## config.mk

```make
export PLATFORM = sky130hd
export DESIGN_NAME = fft_sequencer
export DESIGN_NICKNAME = d
export VERILOG_FILES = /design/src/rtl/fft_sequencer.sv
export SDC_FILE = /design/constraint.sdc
export NUM_CORES = 1
export LEC_CHECK = 0
export ABC_CLOCK_PERIOD_IN_PS = 3500
export BUFFER_PORTS_ARGS = -buffer_cell sky130_fd_sc_hd__buf_2
export CORE_UTILIZATION = 25
export DETAILED_ROUTE_END_ITERATION = 6
export GPL_TIMING_DRIVEN = 0
export PLACE_DENSITY = 0.48
export SLEW_MARGIN = 20
export SYNTH_ARGS = -nofsm -noshare
export SYNTH_HDL_FRONTEND = slang
export SYNTH_SLANG_ARGS = --single-unit
```

## constraint.sdc

```tcl
create_clock -name clk -period 3.5 [get_ports clk]
set_input_delay 0.525 -clock clk [delete_from_list [all_inputs] [get_ports clk]]
set_output_delay 0.525 -clock clk [all_outputs]
set_load 0.05 [all_outputs]
```

## src/rtl/fft_sequencer.sv

```systemverilog
// Frame controller for the FFT core: loads N samples, starts the core, waits for done
// under a watchdog, then streams the result and reports the largest |re|+|im| bin.
module fft_sequencer #(
  parameter int unsigned N       = 512,
  parameter int unsigned AW      = 9,
  parameter int unsigned DW      = 16,
  parameter int unsigned OUT_LAT = 1,
  parameter int unsigned MIN_BIN = 1,
  parameter int unsigned MAX_BIN = 255,
  parameter int unsigned BITREV  = 0,
  parameter int unsigned TIMEOUT = 4096
) (
  input  logic            clk,
  input  logic            reset,
  input  logic            enable,
  input  logic            sample_valid,
  input  logic [DW-1:0]   sample_data,
  input  logic            fft_done,
  input  logic [2*DW-1:0] fft_data,
  output logic            fft_reset,
  output logic            fft_load,
  output logic [AW-1:0]   fft_load_address,
  output logic [2*DW-1:0] fft_data_in,
  output logic            fft_start,
  output logic            busy,
  output logic            sample_dropped,
  output logic            result_valid,
  output logic [AW-1:0]   peak_bin,
  output logic [DW:0]     peak_mag,
  output logic            timeout_err
);

  localparam int unsigned RW = $clog2(OUT_LAT + N + 1);
  localparam int unsigned WW = $clog2(TIMEOUT + 1);
  localparam logic [RW-1:0] RD_FIRST  = RW'(OUT_LAT);
  localparam logic [RW-1:0] RD_LAST   = RW'(OUT_LAT + N - 1);
  localparam logic [AW-1:0] LD_LAST   = AW'(N - 1);
  localparam logic [AW-1:0] MIN_K     = AW'(MIN_BIN);
  localparam logic [AW-1:0] MAX_K     = AW'(MAX_BIN);
  localparam logic [WW-1:0] WAIT_LAST = WW'(TIMEOUT - 1);

  typedef enum logic [2:0] {S_IDLE, S_LOAD, S_START, S_WAIT, S_READ, S_REPORT} state_t;

  state_t            state_q, state_d;
  logic [AW-1:0]     ld_cnt_q, ld_cnt_d;
  logic [WW-1:0]     wait_cnt_q, wait_cnt_d;
  logic [RW-1:0]     rd_cnt_q, rd_cnt_d;
  logic [DW:0]       run_mag_q, run_mag_d;
  logic [AW-1:0]     run_bin_q, run_bin_d;
  logic              fft_reset_q, fft_reset_d;
  logic              fft_load_q, fft_load_d;
  logic [AW-1:0]     load_addr_q, load_addr_d;
  logic [2*DW-1:0]   data_in_q, data_in_d;
  logic              fft_start_q, fft_start_d;
  logic              busy_q, busy_d;
  logic              dropped_q, dropped_d;
  logic              result_valid_q, result_valid_d;
  logic [AW-1:0]     peak_bin_q, peak_bin_d;
  logic [DW:0]       peak_mag_q, peak_mag_d;
  logic              timeout_err_q, timeout_err_d;

  logic [AW-1:0]     k_lin, k_rev, k_bin;
  logic [DW:0]       re_x, im_x, abs_re, abs_im, mag;
  logic              in_window;

  // Candidate bin and magnitude of the word currently on fft_data.
  always_comb begin
    k_lin = AW'(rd_cnt_q - RD_FIRST);
    k_rev = '0;
    for (int unsigned i = 0; i < AW; i++) k_rev[i] = k_lin[AW-1-i];
    k_bin     = (BITREV != 0) ? k_rev : k_lin;
    re_x      = {fft_data[2*DW-1], fft_data[2*DW-1:DW]};
    im_x      = {fft_data[DW-1], fft_data[DW-1:0]};
    abs_re    = re_x[DW] ? (~re_x + (DW+1)'(1)) : re_x;
    abs_im    = im_x[DW] ? (~im_x + (DW+1)'(1)) : im_x;
    mag       = abs_re + abs_im;
    in_window = (rd_cnt_q >= RD_FIRST) && (rd_cnt_q <= RD_LAST) &&
                (k_bin >= MIN_K) && (k_bin <= MAX_K);
  end

  always_comb begin
    state_d        = state_q;
    ld_cnt_d       = ld_cnt_q;
    wait_cnt_d     = wait_cnt_q;
    rd_cnt_d       = rd_cnt_q;
    run_mag_d      = run_mag_q;
    run_bin_d      = run_bin_q;
    fft_load_d     = 1'b0;
    load_addr_d    = load_addr_q;
    data_in_d      = data_in_q;
    fft_start_d    = 1'b0;
    dropped_d      = sample_valid && (state_q != S_LOAD);
    result_valid_d = 1'b0;
    peak_bin_d     = peak_bin_q;
    peak_mag_d     = peak_mag_q;
    timeout_err_d  = 1'b0;
    case (state_q)
      S_IDLE: begin
        ld_cnt_d   = '0;
        wait_cnt_d = '0;
        rd_cnt_d   = '0;
        run_mag_d  = '0;
        run_bin_d  = MIN_K;
        if (enable) state_d = S_LOAD;
      end
      S_LOAD: begin
        if (sample_valid) begin
          fft_load_d  = 1'b1;
          load_addr_d = ld_cnt_q;
          data_in_d   = {sample_data, DW'(0)};
          ld_cnt_d    = ld_cnt_q + AW'(1);
          if (ld_cnt_q == LD_LAST) state_d = S_START;
        end
      end
      S_START: begin
        fft_start_d = 1'b1;
        wait_cnt_d  = '0;
        state_d     = S_WAIT;
      end
      S_WAIT: begin
        if (fft_done) begin
          rd_cnt_d = '0;
          state_d  = S_READ;
        end else if (wait_cnt_q == WAIT_LAST) begin
          timeout_err_d = 1'b1;
          state_d       = S_IDLE;
        end else begin
          wait_cnt_d = wait_cnt_q + WW'(1);
        end
      end
      S_READ: begin
        rd_cnt_d = rd_cnt_q + RW'(1);
        if (in_window && (mag > run_mag_q)) begin
          run_mag_d = mag;
          run_bin_d = k_bin;
        end
        // The last word is folded in here so the strobe lands in the REPORT cycle.
        if (rd_cnt_q == RD_LAST) begin
          peak_bin_d     = run_bin_d;
          peak_mag_d     = run_mag_d;
          result_valid_d = 1'b1;
          state_d        = S_REPORT;
        end
      end
      S_REPORT: state_d = S_IDLE;
      default:  state_d = S_IDLE;
    endcase
    fft_reset_d = (state_d == S_IDLE);
    busy_d      = (state_d != S_IDLE);
  end

  always_ff @(posedge clk or posedge reset) begin
    if (reset) begin
      state_q        <= S_IDLE;
      ld_cnt_q       <= '0;
      wait_cnt_q     <= '0;
      rd_cnt_q       <= '0;
      run_mag_q      <= '0;
      run_bin_q      <= MIN_K;
      fft_reset_q    <= 1'b1;
      fft_load_q     <= 1'b0;
      load_addr_q    <= '0;
      data_in_q      <= '0;
      fft_start_q    <= 1'b0;
      busy_q         <= 1'b0;
      dropped_q      <= 1'b0;
      result_valid_q <= 1'b0;
      peak_bin_q     <= '0;
      peak_mag_q     <= '0;
      timeout_err_q  <= 1'b0;
    end else begin
      state_q        <= state_d;
      ld_cnt_q       <= ld_cnt_d;
      wait_cnt_q     <= wait_cnt_d;
      rd_cnt_q       <= rd_cnt_d;
      run_mag_q      <= run_mag_d;
      run_bin_q      <= run_bin_d;
      fft_reset_q    <= fft_reset_d;
      fft_load_q     <= fft_load_d;
      load_addr_q    <= load_addr_d;
      data_in_q      <= data_in_d;
      fft_start_q    <= fft_start_d;
      busy_q         <= busy_d;
      dropped_q      <= dropped_d;
      result_valid_q <= result_valid_d;
      peak_bin_q     <= peak_bin_d;
      peak_mag_q     <= peak_mag_d;
      timeout_err_q  <= timeout_err_d;
    end
  end

  assign fft_reset        = fft_reset_q;
  assign fft_load         = fft_load_q;
  assign fft_load_address = load_addr_q;
  assign fft_data_in      = data_in_q;
  assign fft_start        = fft_start_q;
  assign busy             = busy_q;
  assign sample_dropped   = dropped_q;
  assign result_valid     = result_valid_q;
  assign peak_bin         = peak_bin_q;
  assign peak_mag         = peak_mag_q;
  assign timeout_err      = timeout_err_q;

endmodule

```

==> results of run 1 <==
-- power by group through the flow --
stage / clock [mW] / sequential (mW) / combinational, mW
6_report: 1.69 / 1.51 / 1.11
5_1_grt: 1.79 / 1.52 / 1.23
4_1_cts: 1.73 / 1.51 / 1.03
3_5_place_dp: 0 / 1.54 / 0.918
3_3_place_gp: 0 / 1.53 / 0.902
2_1_floorplan: 0 / 1.55 / 0.661
-- worst max path at each step --
stage,from,end,slack (ps),depth (start not counted)
after floorplan,fft_data[6],run_mag_q[12],-840,21
after global placement,fft_data[6],run_mag_q[3],-1890,19
after detailed placement,fft_data[6],run_mag_q[3],-1940,19
after CTS,fft_data[7],run_mag_q[12],-860,22
after global routing,fft_data[3],run_mag_q[0],-1010,23
final,fft_data[7],run_mag_q[4],-800,23
-- sequential cells by signal (all words and copies together) (netlist names) --
register          cells
peak_mag             17
fft_start             1
sample_dropped        1
fft_load              1
fft_reset             1
run_bin_q             9
peak_bin              9
fft_data_in          16
wait_cnt_q           13
result_valid          1
timeout_err           1
run_mag_q            17
busy                  1
fft_load_address      9
rd_cnt_q             10
ld_cnt_q              9
state_q               3
-- per-stage QoR --
stage / total power, mW / utilization
2_1_floorplan: 2.21 / -
3_3_place_gp: 2.44 / 0.299
3_5_place_dp: 2.45 / 0.302
4_1_cts: 4.28 / 0.335
5_1_grt: 4.54 / 0.343
6_report: 4.30 / 0.343
-- final cells by class --
| class | instances | area share |
|---|---|---|
| Tap cell | 384 | 0.0483 |
| Clock inverter | 9 | 0.0101 |
| Clock buffer | 23 | 0.0471 |
| Inverter | 40 | 0.0155 |
| Multi-Input combinational cell | 579 | 0.450 |
| Sequential cell | 119 | 0.300 |
| Timing Repair Buffer | 145 | 0.0983 |
| Buffer | 46 | 0.0310 |
-- metal layers --
metal / wire (µm) / share of wire
met2: 9370 / 0.47
met1: 9320 / 0.47
met4: 199 / 0.010
met5: 0 / 0
met3: 926 / 0.047
-- what timing repair did --
action,in CTS,in global routing
gates cloned,1,2
buffers inserted,22,6
pin swaps,28,21
resized for setup,56,42
setup endpoints to repair,26,26
-- placed cells by master (no fill, tap or decap), types with 16 or more instances in the layout --
cell / count
dfrtp_1: 117
ha_1: 34
xor2_1: 19
conb_1: 16
xnor2_1: 40
o211ai_1: 17
a21oi_1: 22
o21ai_0: 37
clkbuf_16: 19
buf_2: 114
nand2_1: 84
nand3_1: 25
inv_1: 37
nand4_1: 22
nor2_1: 41
mux2_2: 51
buf_4: 41
-- worst max-delay path: cells and delay by family --
family,cells,cell delay [ps]
compound gates,4,770
xor+xnor,2,230
fa+ha+maj,2,630
buf+inv,5,620
simple gates,10,1830
-- logic make-up after synthesis --
logic type | count (synthesis) | synth area share
AO/OA/AOI/OAI | 148 | 0.137
buffers and inverters | 89 | 0.0575
other | 1 | 0.000504
adder cells (fa/ha/maj) | 43 | 0.0733
multiplexers | 54 | 0.0812
flip-flops | 119 | 0.401
AND/OR/NAND/NOR | 257 | 0.176
XOR/XNOR | 61 | 0.0728
==> reports/metrics.csv, run 1 <==
stage;metric;value;unit
sta;setup_tns;-20090;ps
cells_and_area;FF+latch area;2980;µm²
global_routing;Most Crowded Layer GR;met2;
floorplanning;I/O pins;127;
clock_tree;clock latency on the worst-skew pair;420;ps
clock_tree;CTS tree;done;
route;drt total wl;19.8;mm
outcome;failing checks;negative setup slack;
worst_setup_path;reg2reg setup slack;470;ps
synthesis;sequential-to-total area share from yosys stat;0.401;
sta;fmax;232;MHz
sta;max-slew violations;0;
synthesis;Distinct cells, synth;71;
synthesis;syn avg cell area;9.64;µm²
worst_setup_path;CP max stage delay;420;ps
synthesis;Warnings, synthesis;0;
worst_setup_path;most frequent CP cell;nand4_1;
global_routing;Total GRT Usage;0.133;
worst_setup_path;Critical Path AT;4610;ps
place;placed insts;1285;
cells_and_area;layout cells sized above 1;0.345;
global_routing;GRT Residual Overflow;0;
sta;WHS;111;ps
pwr;Flop pwr share;0.351;
pwr;Net Sw Frac;0.298;
sta;slack of the critical path;-802;ps
synthesis;most common cell in the synthesized netlist;dfrtp_1;
outcome;run status;finished with violations;
route;# DRC;0;
pwr;Clk pwr share;0.392;
worst_setup_path;CP startpoint kind;input pin;
cells_and_area;multi-input logic area;4470;µm²
synthesis;Netlist Area Pre-Place;7440;µm²
floorplanning;Site Rows;62;
global_routing;met1 Use GR;0.171;
pwr;power share of the combinational group;0.257;
pwr;internal power;3.02;mW
worst_setup_path;Worst Path Max Fanout;7;
global_routing;initial antenna violation count;0;
clock_tree;total CTS buffers;17;
synthesis;ys flop type;dfrtp_1;
place;pre-CTS setup slack;-1940;ps
route;Final ANT Viol Nets;0;
cells_and_area;Layout Cells excl Fill;1345;
pwr;Leak;4.63;nW
place;post-DP HPWL;14.5;mm
clock_tree;clk buf depth;2;
worst_setup_path;slowest stage cell, crit path;or3b_4;
floorplanning;DIE AREA;30400;µm²
route;WL per Instance;14.7;µm
synthesis;synth cell count leaders;dfrtp_1 (117), nand2_1 (86), mux2_2 (51), o21ai_0 (48);
worst_setup_path;Crit Path Category;input pin to flip-flop;
worst_setup_path;FF-to-FF path depth;10;
sta;RSZ-0062 raised after global routing;yes;
pwr;switching pwr;1.28;mW
sta;Setup Skew;10.6;ps
cells_and_area;Fill cells;3005;
pwr;PwrDens;433;nW/µm²
floorplanning;core area;29000;µm²
sta;Tcrit/Tclk final;1.23;
sta;Final Hold Viols;0;
place;Final GP Congestion;0.788;
synthesis;top cells by area, synth;dfrtp_1 (39%), mux2_2 (7.7%), ha_1 (7.1%);
floorplanning;die height;174;µm
sta;Slew @ Worst Pin;864;ps
synthesis;number of flops mapped to enable cells by yosys;0;
hold_path;Worst Hold Class;input pin to async pin;
place;buffers added on ports;110;
global_routing;met2 Use GR;0.220;
route;Pre-antenna DRT Iters;4;
cells_and_area;Nets;1044;
global_routing;first-pass GRT wire length;32.0;mm
global_routing;pin count of the biggest net entering global routing;32;
worst_setup_path;reg-to-reg critical path startpoint;rd_cnt_q[0];
floorplanning;DIE WIDTH;174;µm
pwr;maximum VDD drop;0.000281;V
clock_tree;number of hold buffers added after CTS;0;
synthesis;Post-synth ARST share;1.00;
synthesis;Syn Inst Count;772;
global_routing;GR Util met3;0.0326;
route;via count;6227;
place;placed inst area;8760;µm²
sta;Slew HR;0.422;
floorplanning;Initial Utilization;0.256;
route;initial DRC count;226;
clock_tree;clock slew at reported path FFs;50;ps
cells_and_area;area grow syn2layout;33.7;%
cells_and_area;ant diodes;0;
synthesis;Seq cells post-synth;119;
clock_tree;CTS Sinks;119;
clock_tree;H-tree depth;4;
cells_and_area;fin area;9940;µm²
sta;setup violators final;26;
worst_setup_path;CP required;3810;ps
synthesis;Yosys top cell area share;0.394;
synthesis;Yosys top cell by area;dfrtp_1;
worst_setup_path;Worst Setup End Kind;flip-flop;
worst_setup_path;r2r endpoint;run_mag_q[4];
flow_run;Max-Cap Viols;0;
global_routing;vias in the first global route;6144;
worst_setup_path;worst path cell trace;buf_8, nor4_4, buf_4, nand3_4, o31ai_4, xnor2_1, ha_2, and4_4, nand4_1, or3b_4, nand3_4, xnor2_4, inv_2, ha_4, nand4_1, nand2b_4, nor3_4, o21a_1, buf_4, o211a_4, buf_8, nand4_1, o311ai_2;
sta;Final min period;4300;ps
clock_tree;CTS root buf;clkbuf_16;
route;Vias/cell;4.63;
(Power assumes the default switching activity.)
==> inputs of run 2 (changes only) <==
--- a/config.mk
+++ b/config.mk
@@ -6,11 +6,12 @@
 export NUM_CORES = 1
 export LEC_CHECK = 0
 export ABC_CLOCK_PERIOD_IN_PS = 3500
-export BUFFER_PORTS_ARGS = -buffer_cell sky130_fd_sc_hd__buf_2
 export CORE_UTILIZATION = 25
+export CTS_CLUSTER_SIZE = 40
 export DETAILED_ROUTE_END_ITERATION = 6
+export DONT_BUFFER_PORTS = 1
 export GPL_TIMING_DRIVEN = 0
-export PLACE_DENSITY = 0.48
+export PLACE_DENSITY = 0.45
 export SLEW_MARGIN = 20
 export SYNTH_ARGS = -nofsm -noshare
 export SYNTH_HDL_FRONTEND = slang
==> reports/metrics.csv, run 2 (synthesis results as in run 1) <==
stage;metric;value;unit;change
floorplanning;core area;29000;µm²;unchanged
clock_tree;clk buf depth;2;;unchanged
sta;slack of the critical path;-762;ps;+40.1 ps
outcome;run status;finished with violations;;
pwr;Leak;4.10;nW;-11%
route;via count;5826;;-6.4%
floorplanning;die height;174;µm;unchanged
clock_tree;total CTS buffers;17;;unchanged
flow_run;Max-Cap Viols;0;;unchanged
global_routing;initial antenna violation count;0;;unchanged
hold_path;HP Start;sample_valid;;
cells_and_area;layout cells sized above 1;0.245;;-0.100
worst_setup_path;CP required;3790;ps;-20 ps
worst_setup_path;Worst Path Max Fanout;5;;-2
clock_tree;clock latency on the worst-skew pair;410;ps;about the same
place;post-DP HPWL;14.3;mm;-1.6%
cells_and_area;ant diodes;0;;unchanged
route;Final ANT Viol Nets;0;;unchanged
global_routing;Total GRT Usage;0.130;;-0.00222
outcome;failing checks;negative setup slack;;
worst_setup_path;Crit. Startpoint;fft_data[11];;
sta;RSZ-0062 raised after global routing;yes;;
clock_tree;H-tree depth;4;;unchanged
clock_tree;clock slew at reported path FFs;50;ps;about the same
worst_setup_path;CP startpoint kind;input pin;;
place;placed insts;1175;;-8.6%
place;pre-CTS setup slack;-1820;ps;+117 ps
sta;Slew HR;0.385;;-0.0368
clock_tree;CTS tree;done;;
cells_and_area;Fill cells;3043;;+1.3%
cells_and_area;Nets;931;;-11%
sta;Final min period;4260;ps;-40.1 ps
cells_and_area;most common cell after layout, fill and taps aside;dfrtp_1;;
worst_setup_path;reg2reg setup slack;380;ps;-90 ps
worst_setup_path;Critical Path AT;4550;ps;-60 ps
cells_and_area;Layout Cells excl Fill;1232;;-8.4%
floorplanning;Site Rows;62;;unchanged
floorplanning;I/O pins;127;;unchanged
worst_setup_path;Worst Setup End Kind;flip-flop;;
floorplanning;DIE AREA;30400;µm²;unchanged
sta;Slew @ Worst Pin;910;ps;+46.4 ps
cells_and_area;most frequent cells in the layout;dfrtp_1 (117), nand2_1 (86), mux2_2 (51);;
sta;Tcrit/Tclk final;1.22;;-0.0114
worst_setup_path;Crit Path Category;input pin to flip-flop;;
sta;max-slew violations;0;;unchanged
global_routing;GRT Residual Overflow;0;;unchanged
place;buffers added on ports;0;;-100%
route;initial DRC count;255;;+13%
route;Vias/cell;4.73;;+2.1%
cells_and_area;fin util;0.321;;-0.0219
clock_tree;CTS Sinks;119;;unchanged
sta;Setup Skew;7.18;ps;-3.41 ps
worst_setup_path;reg-to-reg critical path startpoint;state_q[1];;
sta;WHS;241;ps;+131 ps
floorplanning;Initial Utilization;0.256;;unchanged
route;# DRC;0;;unchanged
sta;setup violators final;26;;unchanged
floorplanning;DIE WIDTH;174;µm;unchanged
clock_tree;CTS root buf;clkbuf_16;;
sta;Final Hold Viols;0;;unchanged
pwr;PwrDens;468;nW/µm²;+8.0%
global_routing;vias in the first global route;5774;;-6.0%
sta;fmax;235;MHz;+0.94%
cells_and_area;area grow syn2layout;25.1;%;
global_routing;first-pass GRT wire length;31.4;mm;-1.7%
route;Pre-antenna DRT Iters;4;;unchanged
place;Final GP Congestion;0.780;;-0.93%
sta;setup_tns;-18160;ps;+1930 ps
global_routing;pin count of the biggest net entering global routing;32;;unchanged
pwr;maximum VDD drop;0.000292;V;+4.0%
route;drt total wl;19.4;mm;-1.9%
hold_path;Worst Hold Class;input pin to flip-flop;;
route;WL per Instance;15.8;µm;+7.1%
==> run 2: timing repair <==
| action | in CTS | in global routing |
|---|---|---|
| buffers inserted | 18 | 4 |
| resized for setup | 39 | 21 |
| endpoints found under the hold margin | 13 | 0 |
| hold buffers | 1 | 0 |
| gates cloned | 0 | 4 |
| pin swaps | 21 | 14 |
| endpoints found under the setup margin | 26 | 26 |
==> run 2: routing by layer <==
layer  up-vias  share of wire  track usage
li1       2871              -            -
met1      2796           0.46        0.171
met2       147           0.46        0.206
met3        12          0.072       0.0396
met4         0          0.010       0.0377
met5         -              0            0
==> run 2: area by class of cell <==
type / instances / area (µm²) / share of cell area
Timing Repair Buffer: 30 / 350 / 0.0376
Multi-Input combinational cell: 580 / 4410 / 0.474
Inverter: 40 / 154 / 0.0165
Clock buffer: 23 / 468 / 0.0503
Tap cell: 384 / 480 / 0.0516
Buffer: 47 / 317 / 0.0340
Clock inverter: 9 / 148 / 0.0159
Sequential cell: 119 / 2980 / 0.320
==> run 2: path summary, 6_finish.rpt <==
path,to,cells past startpoint
max in group asynchronous,run_bin_q[0],5
max,run_mag_q[13],19
max reg2reg,peak_mag[8],5
min in group asynchronous,wait_cnt_q[5],2
min reg2reg,run_bin_q[0],2
min,sample_dropped,1
==> run 2: critical path, stage by stage <==
cell	delay, ps
or4_1	520
or2_2	300
o21ai_0	190
xnor2_1	120
ha_1	410
nand4_1	120
or3b_4	390
nand3_2	90
xnor2_2	150
inv_2	80
ha_4	270
nand4_1	100
nand2b_4	170
nor3_4	150
a311oi_2	160
buf_4	180
o211a_4	170
and3_4	180
a221o_1	280
==> run 2: where the power goes <==
part	switching [mW]	total [mW]	internal, mW
logic	0.531	0.970	0.439
registers	0.0979	1.55	1.45
clock network	0.608	1.83	1.22
==> run 2: through the flow <==
stage	cell area, µm²	power [mW]
6_report	9310	4.35
3_5_place_dp	8210	2.40
5_1_grt	9310	4.59
3_3_place_gp	8130	2.39
2_1_floorplan	7650	2.21
4_1_cts	9120	4.36
==> inputs of run 3 (changes only) <==
--- a/config.mk
+++ b/config.mk
@@ -10,7 +10,7 @@
 export CTS_CLUSTER_SIZE = 40
 export DETAILED_ROUTE_END_ITERATION = 6
 export DONT_BUFFER_PORTS = 1
-export GPL_TIMING_DRIVEN = 0
+export GPL_TIMING_DRIVEN = 1
 export PLACE_DENSITY = 0.45
 export SLEW_MARGIN = 20
 export SYNTH_ARGS = -nofsm -noshare
==> reports/metrics.csv, run 3 (synthesis results as in run 1) <==
stage;metric;value;unit;change
outcome;run status;finished with violations;;
outcome;failing checks;negative setup slack;;
route;# DRC;0;;unchanged
route;Vias/cell;4.68;;-1.1%
sta;fmax;243;MHz;+3.4%
flow_run;Max-Cap Viols;0;;unchanged
worst_setup_path;CP required;3830;ps;+40 ps
clock_tree;H-tree depth;4;;unchanged
sta;setup violators final;26;;unchanged
global_routing;met2 Use GR;0.207;;+0.000996
sta;Slew HR;0.409;;+0.0232
global_routing;GR Util met3;0.0381;;-0.00153
global_routing;Total GRT Usage;0.128;;-0.00270
global_routing;initial antenna violation count;0;;unchanged
pwr;maximum VDD drop;0.000286;V;-2.2%
sta;Tcrit/Tclk final;1.18;;-0.0396
sta;RSZ-0062 raised after global routing;yes;;
sta;Slew @ Worst Pin;885;ps;-24.7 ps
hold_path;Worst Hold Class;input pin to async pin;;
worst_setup_path;Worst Path Max Fanout;12;;+7
place;Final GP Congestion;0.770;;-1.3%
cells_and_area;Fill cells;3014;;-0.95%
worst_setup_path;CP startpoint kind;input pin;;
sta;Setup Skew;10.6;ps;+3.39 ps
sta;slack of the critical path;-623;ps;+139 ps
clock_tree;number of hold buffers added after CTS;0;;-1
worst_setup_path;Crit Path Category;input pin to flip-flop;;
floorplanning;Site Rows;62;;unchanged
route;drt total wl;18.4;mm;-5.1%
clock_tree;clock latency on the worst-skew pair;420;ps;about the same
route;Pre-antenna DRT Iters;6;;+2
global_routing;met1 Use GR;0.162;;-0.00897
clock_tree;clock slew at reported path FFs;50;ps;about the same
floorplanning;DIE WIDTH;174;µm;unchanged
cells_and_area;layout cells sized above 1;0.246;;+0.000580
route;WL per Instance;15.0;µm;-5.0%
clock_tree;CTS Sinks;119;;unchanged
cells_and_area;multi-input logic area;4320;µm²;-2.0%
floorplanning;core area;29000;µm²;unchanged
pwr;Leak;4.08;nW;-0.53%
cells_and_area;ant diodes;0;;unchanged
route;via count;5754;;-1.2%
global_routing;GRT Residual Overflow;0;;unchanged
worst_setup_path;Worst Setup End Kind;flip-flop;;
global_routing;pin count of the biggest net entering global routing;49;;+53%
global_routing;Most Crowded Layer GR;met2;;
cells_and_area;most frequent cells in the layout;dfrtp_1 (117), nand2_1 (86), buf_4 (69);;
route;Final ANT Viol Nets;0;;unchanged
floorplanning;DIE AREA;30400;µm²;unchanged
floorplanning;Initial Utilization;0.256;;unchanged
floorplanning;I/O pins;127;;unchanged
clock_tree;CTS tree;done;;
cells_and_area;Nets;929;;-0.21%
cells_and_area;Layout Cells excl Fill;1230;;-0.16%
global_routing;vias in the first global route;5928;;+2.7%
clock_tree;clk buf depth;2;;unchanged
pwr;PwrDens;472;nW/µm²;+0.85%
clock_tree;CTS root buf;clkbuf_16;;
global_routing;first-pass GRT wire length;31.0;mm;-1.4%
cells_and_area;fin util;0.316;;-0.00474
sta;Final min period;4120;ps;-139 ps
sta;Final Hold Viols;0;;unchanged
place;post-DP HPWL;13.5;mm;-5.8%
place;buffers added on ports;0;;unchanged
cells_and_area;FF+latch area;2980;µm²;unchanged
route;initial DRC count;169;;-34%
floorplanning;die height;174;µm;unchanged
place;placed insts;1192;;+1.4%
cells_and_area;most common cell after layout, fill and taps aside;dfrtp_1;;
worst_setup_path;Critical Path AT;4450;ps;-100 ps
sta;max-slew violations;0;;unchanged
cells_and_area;area grow syn2layout;23.3;%;
clock_tree;total CTS buffers;17;;unchanged
run 3: changes by cell type in the layout (fill, tap and decap cells not counted), sizes merged:
| cell | before | now |
|---|---|---|
| clkinvlp | 2 | 3 |
| dlygate4sd3 | 1 | 0 |
| buf | 59 | 75 |
| o211a | 6 | 5 |
| bufinv | 4 | 3 |
| clkbuf | 40 | 24 |
run 3: critical path, stage by stage:
cell	delay (ps)
nor4_4	260
buf_4	150
nand3_2	70
buf_4	160
nand2_1	70
xnor2_1	130
ha_1	280
buf_4	160
a21o_1	180
a41oi_2	200
nor4bb_1	80
a211o_1	340
ha_1	340
and4_4	250
nand2b_4	60
nor3_4	180
o21a_1	220
o21ai_4	90
buf_8	170
or3b_1	380
o211ai_2	140
run 3: what timing repair did:
item | in CTS | in global routing
resized for setup | 27 | 11
buffers inserted | 3 | 1
setup endpoints to repair | 26 | 26
pin swaps | 8 | 2
cloned | 1 | 1
run 3: metrics by stage:
stage	cell area [µm²]	setup WS (ps)	setup TNS [ps]	hold slack [ps]	power [mW]
floorplan	7650	-837	-19680	472	2.21
finish	9170	-623	-13280	154	4.32
detailed placement	8390	-1330	-30000	495	2.55
global route	9170	-905	-20930	210	4.58
global placement	8390	-1350	-29090	489	2.55
CTS	9090	-591	-13640	171	4.37
run 3: path summary, 6_finish.rpt:
path / startpoint / end / slack (ps) / cells past startpoint
max: fft_data[23] / run_mag_q[16] / -620 / 21
min: reset / wait_cnt_q[6] / 150 / 1
max reg2reg: rd_cnt_q[0] / run_bin_q[4] / 780 / 10
min reg2reg: run_bin_q[0] / run_bin_q[0] / 500 / 2
max in group asynchronous: reset / fft_reset / 2600 / 2
min in group clk: sample_valid / sample_dropped / 230 / 1
run 3: final cells by class:
class	instances	area share
inverters	40	0.0168
repair buffers	76	0.0711
clock buffers	23	0.0499
multi-input cells	579	0.471
well taps	384	0.0524
clock inverters	9	0.0136
flip-flops and latches	119	0.325
run 3: per-layer routing:
metal  part of all wire  vias to the layer above
met4              0.012                        0
met1               0.46                     2736
met5                  0                        -
li1                   -                     2865
met3              0.062                       18
met2               0.46                      135
run 3: power breakdown:
| group | internal (mW) | leakage (nW) | switching [mW] |
|---|---|---|---|
| logic | 0.489 | 2.31 | 0.525 |
| clock network | 1.13 | 0.281 | 0.625 |
| registers | 1.45 | 1.48 | 0.100 |
